--- config.mk ---
export PLATFORM = sky130hd
export DESIGN_NAME = alu_pipe_n_flat
export DESIGN_NICKNAME = d
export VERILOG_FILES = /design/src/rtl/alu_pipe_n_if.sv /design/src/rtl/alu_pipe_n.sv /design/src/flat_wrapper.sv
export SDC_FILE = /design/constraint.sdc
export NUM_CORES = 1
export LEC_CHECK = 0
export ABC_AREA = 1
export CORE_ASPECT_RATIO = 0.8
export CORE_MARGIN = 4
export CORE_UTILIZATION = 40
export CTS_CLUSTER_SIZE = 14
export DETAILED_ROUTE_END_ITERATION = 10
export GPL_TIMING_DRIVEN = 0
export PLACE_DENSITY = 0.75
export RECOVER_POWER = 25
export SYNTH_ARGS = -nofsm -noshare
export SYNTH_HDL_FRONTEND = slang
export SYNTH_SLANG_ARGS = --single-unit
export TNS_END_PERCENT = 5
--- constraint.sdc ---
create_clock -name clk -period 4.1 [get_ports clk]
set_input_delay 1.025 -clock clk [delete_from_list [all_inputs] [get_ports clk]]
set_output_delay 1.025 -clock clk [all_outputs]
set_load 0.05 [all_outputs]
--- src/rtl/alu_pipe_n_if.sv ---
// Operand/result bundle between the register-file read ports, the sliced ALU and writeback.
interface alu_pipe_n_if #(
    parameter int WIDTH = 16
);
    logic             en;
    logic             ivalid;
    logic [1:0]       op;
    logic [WIDTH-1:0] in1;
    logic [WIDTH-1:0] in2;
    logic             icf;
    logic             ovalid;
    logic [WIDTH-1:0] out;
    logic             ocf;
    logic             ozf;
    logic             onf;
    logic             ovf;

    modport master (
        output en, ivalid, op, in1, in2, icf,
        input  ovalid, out, ocf, ozf, onf, ovf
    );

    modport slave (
        input  en, ivalid, op, in1, in2, icf,
        output ovalid, out, ocf, ozf, onf, ovf
    );
endinterface

--- src/rtl/alu_pipe_n.sv ---
// Pipelined ALU: the WIDTH-bit carry chain is cut into STAGES slices, one slice per clock.
// Operands shift down one slice per stage; result slices enter at the top so they emerge aligned.
module alu_pipe_n #(
    parameter int WIDTH  = 16,
    parameter int STAGES = 2
) (
    input logic         clk,
    input logic         rst,
    alu_pipe_n_if.slave bus
);
    localparam int SW = WIDTH / STAGES;
    localparam logic [1:0] OP_ADD = 2'b00;
    localparam logic [1:0] OP_SUB = 2'b01;
    localparam logic [1:0] OP_AND = 2'b10;
    localparam logic [1:0] OP_XOR = 2'b11;

    function automatic logic [SW:0] slice_alu(input logic [1:0] op, input logic [SW-1:0] a,
                                              input logic [SW-1:0] b, input logic ci);
        logic [SW:0] sum;
        sum = {1'b0, a} + {1'b0, b} + {{SW{1'b0}}, ci};
        case (op)
            OP_AND:  slice_alu = {1'b0, a & b};
            OP_XOR:  slice_alu = {1'b0, a ^ b};
            default: slice_alu = sum;
        endcase
    endfunction

    function automatic logic [WIDTH-1:0] merge_slice(input logic [WIDTH-1:0] r,
                                                     input logic [SW-1:0] s);
        logic [WIDTH-1:0] m;
        m = r >> SW;
        m[WIDTH-1 -: SW] = s;
        return m;
    endfunction

    for (genvar k = 0; k < STAGES; k++) begin : g_stage
        logic             v_i;
        logic [1:0]       op_i;
        logic [WIDTH-1:0] a_i;
        logic [WIDTH-1:0] b_i;
        logic [WIDTH-1:0] r_i;
        logic             c_i;
        logic [SW:0]      sl;
        logic             vld_q;
        logic [WIDTH-1:0] r_q;

        if (k == 0) begin : g_head
            // Stage 0 entry: SUB becomes IN1 + ~IN2 + ~ICF; logic ops get no carry-in.
            assign v_i  = bus.ivalid;
            assign op_i = bus.op;
            assign a_i  = bus.in1;
            assign b_i  = (bus.op == OP_SUB) ? ~bus.in2 : bus.in2;
            assign r_i  = '0;
            assign c_i  = (bus.op == OP_ADD) ? bus.icf :
                          (bus.op == OP_SUB) ? ~bus.icf : 1'b0;
        end else begin : g_body
            assign v_i  = g_stage[k-1].vld_q;
            assign op_i = g_stage[k-1].g_fwd.op_q;
            assign a_i  = g_stage[k-1].g_fwd.a_q;
            assign b_i  = g_stage[k-1].g_fwd.b_q;
            assign r_i  = g_stage[k-1].r_q;
            assign c_i  = g_stage[k-1].g_fwd.cy_q;
        end

        assign sl = slice_alu(op_i, a_i[SW-1:0], b_i[SW-1:0], c_i);

        always_ff @(posedge clk) begin
            if (rst) begin
                vld_q <= 1'b0;
                r_q   <= '0;
            end else if (bus.en) begin
                vld_q <= v_i;
                r_q   <= merge_slice(r_i, sl[SW-1:0]);
            end
        end

        if (k < STAGES - 1) begin : g_fwd
            // Stage k -> k+1 boundary: unprocessed operand slices and the slice carry move on.
            logic [1:0]       op_q;
            logic [WIDTH-1:0] a_q;
            logic [WIDTH-1:0] b_q;
            logic             cy_q;

            always_ff @(posedge clk) begin
                if (rst) begin
                    op_q <= '0;
                    a_q  <= '0;
                    b_q  <= '0;
                    cy_q <= 1'b0;
                end else if (bus.en) begin
                    op_q <= op_i;
                    a_q  <= a_i >> SW;
                    b_q  <= b_i >> SW;
                    cy_q <= sl[SW];
                end
            end
        end else begin : g_tail
            // Final boundary: flags are formed from the assembled result and registered with it.
            logic             arith;
            logic [WIDTH-1:0] res_n;
            logic             ocf_q;
            logic             ozf_q;
            logic             onf_q;
            logic             ovf_q;

            assign arith = ~op_i[1];
            assign res_n = merge_slice(r_i, sl[SW-1:0]);

            always_ff @(posedge clk) begin
                if (rst) begin
                    ocf_q <= 1'b0;
                    ozf_q <= 1'b0;
                    onf_q <= 1'b0;
                    ovf_q <= 1'b0;
                end else if (bus.en) begin
                    ocf_q <= arith & (op_i[0] ? ~sl[SW] : sl[SW]);
                    ozf_q <= (res_n == '0);
                    onf_q <= res_n[WIDTH-1];
                    ovf_q <= arith & (a_i[SW-1] == b_i[SW-1]) & (sl[SW-1] != a_i[SW-1]);
                end
            end
        end
    end

    assign bus.ovalid = g_stage[STAGES-1].vld_q;
    assign bus.out    = g_stage[STAGES-1].r_q;
    assign bus.ocf    = g_stage[STAGES-1].g_tail.ocf_q;
    assign bus.ozf    = g_stage[STAGES-1].g_tail.ozf_q;
    assign bus.onf    = g_stage[STAGES-1].g_tail.onf_q;
    assign bus.ovf    = g_stage[STAGES-1].g_tail.ovf_q;
endmodule

--- src/flat_wrapper.sv ---
// flat-port wrapper written by rule: the top's interface ports become plain ports
module alu_pipe_n_flat 
#(
    parameter int WIDTH  = 16,
    parameter int STAGES = 2
)
  (clk, rst, bus_en, bus_ivalid, bus_op, bus_in1, bus_in2, bus_icf, bus_ovalid, bus_out, bus_ocf, bus_ozf, bus_onf, bus_ovf);
  alu_pipe_n_if #(.WIDTH(WIDTH)) bus_i ();
  input logic clk;
  input logic rst;
  input wire logic [$bits(bus_i.en)-1:0] bus_en;
  input wire logic [$bits(bus_i.ivalid)-1:0] bus_ivalid;
  input wire logic [$bits(bus_i.op)-1:0] bus_op;
  input wire logic [$bits(bus_i.in1)-1:0] bus_in1;
  input wire logic [$bits(bus_i.in2)-1:0] bus_in2;
  input wire logic [$bits(bus_i.icf)-1:0] bus_icf;
  output wire logic [$bits(bus_i.ovalid)-1:0] bus_ovalid;
  output wire logic [$bits(bus_i.out)-1:0] bus_out;
  output wire logic [$bits(bus_i.ocf)-1:0] bus_ocf;
  output wire logic [$bits(bus_i.ozf)-1:0] bus_ozf;
  output wire logic [$bits(bus_i.onf)-1:0] bus_onf;
  output wire logic [$bits(bus_i.ovf)-1:0] bus_ovf;
  assign bus_i.en = bus_en;
  assign bus_i.ivalid = bus_ivalid;
  assign bus_i.op = bus_op;
  assign bus_i.in1 = bus_in1;
  assign bus_i.in2 = bus_in2;
  assign bus_i.icf = bus_icf;
  assign bus_ovalid = bus_i.ovalid;
  assign bus_out = bus_i.out;
  assign bus_ocf = bus_i.ocf;
  assign bus_ozf = bus_i.ozf;
  assign bus_onf = bus_i.onf;
  assign bus_ovf = bus_i.ovf;
  alu_pipe_n #(.WIDTH(WIDTH), .STAGES(STAGES)) u_core (.clk(clk), .rst(rst), .bus(bus_i));
endmodule
Word level (Yosys, flattened, before mapping)
Cells that the tools add are included. Widths: inputs -> output; s select.

Bits in registers: 49. Output and inout port bits: 21. Logic and storage cells: 42.

Add/subtract/negate cells: 4. Equality and inequality tests: 7. Mux-type cells: 6. Bitwise operators: 11. Reduce and logical (&&, ||, !) cells: 2.

Operator list (number): $pmux 9 s2 (2); $add 8x8->9 (2); $add 9x1->9 (2); $and 8x8->8 (2); $logic_not 16->1 (1); $mux 16 (1); $not 16->16 (1); $xor 8x8->8 (2); $eq 2x2->1 const B (4); $and 1x1->1 (3); $mux 1 (3); $not 1->1 (3); $eq 2x1->1 const B (1); $logic_not 2->1 (1); $eq 1x1->1 (1); $ne 1x1->1 (1).

Logic depth before layout (Yosys ltp)
Gate-level depths: netlist of run 1.

Word-level depth: 6. Mapped depth: 14. Mapped depth without buffers: 14.

Worst setup path after synthesis of run 1
OpenSTA, ideal clock, no wires.

Path kind: input to register. Start: input bus_op[1]. End: register u_core.g_stage[0].r_q[14]. Setup time: 0.071 ns. Arrival time: 3.258 ns. Required time: 4.029 ns. Path slack: 0.771 ns. Cell stages on the path: 14. Path buffers: 1. Cells stage by stage: inv_1 -> nand2_1 -> buf_4 -> xnor2_1 -> fa_1 -> fa_1 -> nand3_1 -> nand2_1 -> nand2_1 -> nand2_1 -> a21oi_1 -> or2_2 -> nand3_1 -> a21oi_1.

Longest elaborated chain between the ends: 5. Elaborated cells on any way between the ends: 12. Those cells by class: add/sub: 2; eq/ne: 3; mux: 4; bitwise: 2; reduce/logical: 1.

Ends and longest elaborated chain: from (decl) (RTL line flat_wrapper.sv:13) `input wire logic [$bits(bus_i.op)-1:0] bus_op;`; $eq 2x1->1 (RTL line alu_pipe_n.sv:52, alu_pipe_n.sv:55); $mux 16 or $mux 1 (tied branches) (RTL line alu_pipe_n.sv:52, alu_pipe_n.sv:55); $add 8x8->9 or $mux 1 (tied branches) (RTL line alu_pipe_n.sv:20, alu_pipe_n.sv:54); $add 9x1->9 (RTL line alu_pipe_n.sv:20) `sum = {1'b0, a} + {1'b0, b} + {{SW{1'b0}}, ci};`; $pmux 9 s2 * (RTL line alu_pipe_n.sv:21) `case (op)`; to (signal assigned) (RTL line alu_pipe_n.sv:73) `r_q <= merge_slice(r_i, sl[SW-1:0]);`; to (decl) (RTL line alu_pipe_n.sv:45) `logic [WIDTH-1:0] r_q;`.

Mark *: on every way between the ends. The rest lies on a longest branch, timed or not. A chain may end at the register's enable or synchronous reset.

Worst setup path after layout of run 1
Ends and elaborated chain as after synthesis.

==> results of run 1 <==
## cells in the mapped netlist, drive strengths merged
cell	instances
ha	16
o211ai	7
nand2	66
a21oi	40
o21ai	45
a221oi	3
a211oi	1
fa	4
nor3	2
inv	50
or2	1
nand4	2
clkbuf	11
nor2	52
a31oi	2
o22ai	2
buf	6
xor2	9
nand3	32
xnor2	10
o221ai	1
dfxtp	48
## registers in the layout, indices dropped and copies added, names as in the netlist
signal,cells
u_core.bus.out,15
u_core.g_stage.g_fwd.a_q,8
u_core.g_stage.g_fwd.b_q,8
u_core.g_stage.r_q,8
u_core.g_stage.g_fwd.op_q,2
u_core.bus.ocf,1
u_core.bus.onf,1
u_core.bus.ovalid,1
u_core.bus.ovf,1
u_core.bus.ozf,1
u_core.g_stage.g_fwd.cy_q,1
u_core.g_stage.vld_q,1
## kinds of logic after synthesis
group                      count (synthesis)  synth area share (%)
and+or+nand+nor                          155                 22.32
AOI/OAI and AO/OA                        101                 19.18
buffers and inverters                     67                 9.349
DFF                                       48                 33.55
adders and majority gates                 20                 9.786
xor gates and xnor gates                  19                 5.810
## worst min-delay path, stage by stage, from the launching register on
cell and delay [ps]:
dfxtp_1 320, nand2_1 60, a21oi_1 60
## cell type report
type / count / area share, %
Clock inverter: 2 / 0.9550
Clock buffer: 6 / 1.978
Multi-Input combinational cell: 295 / 44.78
Timing Repair Buffer: 58 / 15.83
Buffer: 17 / 2.183
Sequential cell: 48 / 26.19
Inverter: 50 / 5.116
Tap cell: 87 / 2.967
## worst min path at each step
stage	start	to	slack, ps	depth (start not counted)
CTS	u_core.bus.ovf$_SDFFE_PP0P_	u_core.bus.ovf$_SDFFE_PP0P_	470	2
detailed placement	u_core.bus.ovf$_SDFFE_PP0P_	u_core.bus.ovf$_SDFFE_PP0P_	460	2
global route	u_core.g_stage[0].r_q[13]$_SDFFE_PP0P_	u_core.bus.out[5]$_SDFFE_PP0P_	500	2
floorplan	u_core.g_stage[0].r_q[13]$_SDFFE_PP0P_	u_core.bus.out[5]$_SDFFE_PP0P_	440	2
finish	u_core.bus.ovf$_SDFFE_PP0P_	u_core.bus.ovf$_SDFFE_PP0P_	480	2
global placement	u_core.bus.ocf$_SDFFE_PP0P_	u_core.bus.ocf$_SDFFE_PP0P_	450	2
## stage by stage
step / utilization, % / hold WS [ps] / instance area (um2)
finish: 52.97 / 478.8 / 3669
global placement: 51.31 / 453.4 / 3553
global route: 52.97 / 504.2 / 3669
CTS: 52.86 / 473.1 / 3661
detailed placement: 51.31 / 460.1 / 3553
floorplan: - / 444.2 / 2864
## layer usage
layer | vias to the layer above | global-route usage, % | wire length [um]
met4 | 0 | 3.218 | 69
met1 | 1357 | 29.93 | 4047
met2 | 102 | 26.26 | 3265
met3 | 10 | 3.091 | 518
li1 | 1484 | - | -
met5 | - | 0 | 0
## repair_timing
item	4_1_cts	5_1_grt
buffers inserted	0	0
endpoints found under the setup margin	0	2
resized for setup	0	2
hold buffers	0	0
## power by group through the flow
| stage | logic (uW) | clock network (uW) | registers [uW] |
|---|---|---|---|
| floorplan | 214 | 0 | 581 |
| global placement | 380 | 0 | 536 |
| detailed placement | 388 | 0 | 537 |
| CTS | 390 | 347 | 527 |
| global route | 437 | 367 | 531 |
| finish | 394 | 344 | 527 |
==> impl_metrics.env, run 1 <==
export IMPL_dieArea_mm2=0.008587
export IMPL_syn_avg_cell_area_um2=6.985
export IMPL_p_seq_share_pct=41.7
export IMPL_timing_rr_start="u_core.g_stage[0].g_fwd.cy_q$_SDFFE_PP0P_"
export IMPL_hold_viol=0
export IMPL_cts_buffer_depth=2
export IMPL_status="finished, final reports clean"
export IMPL_tritoncts="built"
export IMPL_grt_pass1_wl_um=12970
export IMPL_critPathLaunchType="primary input"
export IMPL_track_usage_pct=18.78
export IMPL_mostFrequentLayoutCell="nand2_1"
export IMPL_path_max_fanout=10
export IMPL_setup_violations_final=0
export IMPL_maxCapViolCount=0
export IMPL_min_period_ps=3836
export IMPL_power_frac_comb_pct=31.1
export IMPL_ios=60
export IMPL_antenna_found_initial=0
export IMPL_drc=0
export IMPL_grt_overflow_total=0
export IMPL_intPower_uw=838.8
export IMPL_cts_htree_levels=2
export IMPL_syn_instance_count=410
export IMPL_leakage_uw=0.001636
export IMPL_path_class="primary input to flop"
export IMPL_final_fill_count=655
export IMPL_power_density_mw_per_mm2=344.9
export IMPL_timing_final_crit_share_pct=93.55
export IMPL_crit_path_cell_trace="clkdlybuf4s50_1, inv_1, nand2_4, buf_4, xnor2_1, fa_1, fa_1, nand3_1, nand2_1, nand2_1, nand2_1, a21oi_1, or2_2, nand3_1, a21oi_1"
export IMPL_nNetsFinal=534
export IMPL_crit_end="u_core.g_stage[0].r_q[14]$_SDFFE_PP0P_"
export IMPL_pwr_share_clk_pct=27.2
export IMPL_setup_tns_ps=0
export IMPL_die_x_um=102.6
export IMPL_place_ws_ps=-207.5
export IMPL_syn_area_mm2=0.002864
export IMPL_multi_input_area_mm2=0.001643
export IMPL_place_inst=555
export IMPL_rows=27
export IMPL_drive_gt1_share_pct=4.202
export IMPL_switchingPower_uw=426.5
export IMPL_worstSetupEndpointType="flop"
export IMPL_cp_startpoint="bus_op[1]"
export IMPL_wl_um=7900
export IMPL_layout_cells_non_filler=563
export IMPL_hpwl_um=6222
export IMPL_path_depth=15
export IMPL_yosys_top_cells_area="dfxtp_1 34%, nand2_1 8.5%, o21ai_0 7.9%"
export IMPL_vias_per_cell=5.245
export IMPL_syn_to_final_growth_pct=28.09
export IMPL_r2r_cells=12
export IMPL_slew_limit_headroom_pct=64.46
export IMPL_diodes=0
export IMPL_path_clk_slew_ps=90
export IMPL_ant_nets=0
export IMPL_place_congestion=0.9250
export IMPL_ir_worst_vdd_mv=0.1673
export IMPL_syn_nets=469
export IMPL_drt_iter0_drc=253
export IMPL_rr_endpoint="u_core.bus.ozf$_SDFFE_PP0P_"
export IMPL_crit_buf_inv=3
export IMPL_worst_slew_pin_slew_ps=533.1
export IMPL_switching_share_pct=33.71
export IMPL_first_pass_iters=5
export IMPL_rrSetupSlack_ps=1870
export IMPL_crit_arrival_ps=4080
export IMPL_grt_max_degree=15
export IMPL_cts_root_buf="clkbuf_8"
export IMPL_synth_top_area_share_pct=33.55
export IMPL_cts_sink_count=48
export IMPL_grt_pass1_vias=2677
export IMPL_finalPower_uw=1265
export IMPL_rsz0062_at_grt="false"
export IMPL_finalMaxSlewViolations=0
export IMPL_yosysSeqAreaShare_pct=33.55
export IMPL_chipHeight_um=83.69
export IMPL_synth_seq_cells=48
export IMPL_clock_skew_ps=7.058
export IMPL_vias=2953
export IMPL_worst_path_most_repeated_cell="nand2_1"
export IMPL_cts_buffers=5
export IMPL_crit_required_ps=4340
export IMPL_critPathSlowestCell="clkdlybuf4s50_1"
export IMPL_yosysWarnings=0
export IMPL_post_drt_wl_per_cell_um=14.03
export IMPL_max_stage_delay_ps=590
export IMPL_coreArea_mm2=0.006925
export IMPL_portBuffers=58
export IMPL_fin_ws_ps=264.3
export IMPL_yosysUniqueCellTypes=29
export IMPL_max_freq_mhz=260.7
export IMPL_start_util_pct=41.36
export IMPL_yosysTopAreaCell="dfxtp_1"
export IMPL_clk_latency_ps=310
export IMPL_layout_area_seq_um2=960.9
export IMPL_cp_top_family="buffers and inverters"
export IMPL_layout_common_cells="64 x nand2_1, 57 x clkdlybuf4s50_1, 50 x nor2_1, 48 x dfxtp_1, 47 x inv_1"
export IMPL_hold_class="flop to flop"
(Power assumes the default switching activity.)
==> run 2: changes to the inputs <==
--- a/config.mk
+++ b/config.mk
@@ -11,7 +11,6 @@
 export CORE_UTILIZATION = 40
 export CTS_CLUSTER_SIZE = 14
 export DETAILED_ROUTE_END_ITERATION = 10
-export GPL_TIMING_DRIVEN = 0
 export PLACE_DENSITY = 0.75
 export RECOVER_POWER = 25
 export SYNTH_ARGS = -nofsm -noshare
==> impl_metrics.env, run 2 (synthesis gave the netlist of run 1 again) <==
export IMPL_portBuffers=59
export IMPL_cts_buffer_depth=2
export IMPL_ant_nets=0
export IMPL_crit_arrival_ps=3710
export IMPL_nNetsFinal=521
export IMPL_final_fill_count=705
export IMPL_largest_register_ffs=15
export IMPL_first_pass_iters=4
export IMPL_cts_sink_count=48
export IMPL_cts_root_buf="clkbuf_8"
export IMPL_grt_pass1_wl_um=12160
export IMPL_maxCapViolCount=0
export IMPL_ir_worst_vdd_mv=0.1971
export IMPL_place_congestion=0.9243
export IMPL_grt_overflow_total=0
export IMPL_tritoncts="built"
export IMPL_power_density_mw_per_mm2=328.7
export IMPL_dr_max_layer_used="met4"
export IMPL_power_frac_comb_pct=32.4
export IMPL_p_seq_share_pct=44.8
export IMPL_path_class="primary input to flop"
export IMPL_switching_share_pct=34.63
export IMPL_clk_latency_ps=300
export IMPL_cts_setup_buffers=0
export IMPL_setup_violations_final=0
export IMPL_chipHeight_um=83.69
export IMPL_drive_gt1_share_pct=3.463
export IMPL_leakage_uw=0.001620
export IMPL_layout_common_cells="65 x nand2_1, 50 x nor2_1, 49 x clkdlybuf4s50_1, 48 x inv_1, 48 x dfxtp_1"
export IMPL_place_inst=542
export IMPL_worstSetupEndpointType="flop"
export IMPL_cts_htree_levels=2
export IMPL_rows=27
export IMPL_hold_class="flop to flop"
export IMPL_status="finished, final reports clean"
export IMPL_slew_limit_headroom_pct=28.93
export IMPL_hold_end="u_core.bus.ovf$_SDFFE_PP0P_"
export IMPL_coreArea_mm2=0.006925
export IMPL_crit_path_cell_trace="clkdlybuf4s50_1, inv_1, nand2_1, xnor2_1, fa_1, fa_1, nand3_1, nand2_1, nand2_1, nand2_1, a21oi_1, or2_2, nand3_1, a21oi_1"
export IMPL_m1WireLength_um=3618
export IMPL_diodes=0
export IMPL_vias=2825
export IMPL_path_clk_slew_ps=80
export IMPL_hpwl_um=5545
export IMPL_crit_required_ps=4330
export IMPL_rsz0062_at_grt="false"
export IMPL_finalMaxSlewViolations=0
export IMPL_grt_max_degree=61
export IMPL_worst_path_most_repeated_cell="nand2_1"
export IMPL_post_drt_wl_per_cell_um=13.30
export IMPL_rr_endpoint="u_core.bus.ozf$_SDFFE_PP0P_"
export IMPL_layout_cells_non_filler=549
export IMPL_hold_viol=0
export IMPL_timing_rr_start="u_core.g_stage[0].g_fwd.cy_q$_SDFFE_PP0P_"
export IMPL_setup_tns_ps=0
export IMPL_intPower_uw=768.6
export IMPL_cts_buffers=5
export IMPL_cts_hold_buffers_added=0
export IMPL_vias_per_cell=5.146
export IMPL_wl_um=7303
export IMPL_post_cts_resized=0
export IMPL_track_usage_pct=17.40
export IMPL_wl_met2_um=3111
export IMPL_syn_to_final_growth_pct=24.90
export IMPL_clock_skew_ps=3.156
export IMPL_drc=0
export IMPL_fin_util_pct=51.65
export IMPL_r2r_cells=12
export IMPL_max_stage_delay_ps=510
export IMPL_min_period_ps=3478
export IMPL_critPathLaunchType="primary input"
export IMPL_min_path_cells=2
export IMPL_pwr_share_clk_pct=22.8
export IMPL_grt_pass1_vias=2549
export IMPL_path_max_fanout=6
export IMPL_ios=60
export IMPL_drt_iter0_drc=182
export IMPL_worst_slew_pin_slew_ps=1065
export IMPL_max_freq_mhz=287.5
export IMPL_min_from="u_core.bus.ovf$_SDFFE_PP0P_"
export IMPL_antenna_found_initial=0
export IMPL_start_util_pct=41.36
export IMPL_dieArea_mm2=0.008587
export IMPL_met3_length_um=541
export IMPL_timing_final_crit_share_pct=84.83
export IMPL_cp_startpoint="bus_op[1]"
export IMPL_critPathSlowestCell="clkdlybuf4s50_1"
export IMPL_switchingPower_uw=407.1
export IMPL_rrSetupSlack_ps=2000
export IMPL_mostFrequentLayoutCell="nand2_1"
export IMPL_hold_worst_slack_ps=479.3
export IMPL_die_x_um=102.6
-- run 2: stage by stage --
stage	instance area [um2]	power, uW	worst slack [ps]
CTS	3578	1188	660.8
global placement	3501	909.7	425.3
finish	3577	1176	621.9
global route	3577	1250	441.3
floorplan	2864	794.9	770.9
detailed placement	3501	915.8	362.0
-- run 2: worst max-delay path, delay by kind of cell --
kind	cells	cell delay, ps
fa+ha+maj	2	880
buf+inv	2	700
simple gates	7	650
compound gates	2	280
xor+xnor	1	180
-- run 2: metal layers --
| metal | vias up | global-route usage (%) |
|---|---|---|
| met1 | 1295 | 26.24 |
| met2 | 76 | 25.26 |
| met4 | 0 | 3.218 |
| met3 | 4 | 3.843 |
| li1 | 1450 | - |
| met5 | - | 0 |
-- run 2: worst max path at each step --
stage | cells after the start | end | slack (ps)
finish | 14 | u_core.g_stage[0].r_q[14]$_SDFFE_PP0P_ | 620
global route | 14 | u_core.g_stage[0].r_q[14]$_SDFFE_PP0P_ | 440
CTS | 14 | u_core.g_stage[0].r_q[14]$_SDFFE_PP0P_ | 660
detailed placement | 14 | u_core.g_stage[0].r_q[14]$_SDFFE_PP0P_ | 360
global placement | 14 | u_core.g_stage[0].r_q[14]$_SDFFE_PP0P_ | 430
floorplan | 14 | u_core.g_stage[0].r_q[14]$_SDFFE_PP0P_ | 770
-- run 2: cell type report --
cell class	instances	area, um2	share of cell area [%]
flip-flops and latches	48	960.9	26.86
repair buffers	62	606.8	16.96
inverters	50	187.7	5.247
well taps	87	108.9	3.043
clock inverters	1	5.005	0.1399
clock buffers	6	72.57	2.029
multi-input cells	295	1635	45.72
-- run 2: power by group through the flow --
stage	Clock, uW	Sequential [uW]	Combinational, uW
6_report	268	527	381
4_1_cts	280	527	381
3_3_place_gp	0	536	374
5_1_grt	296	532	422
2_1_floorplan	0	581	214
3_5_place_dp	0	537	379
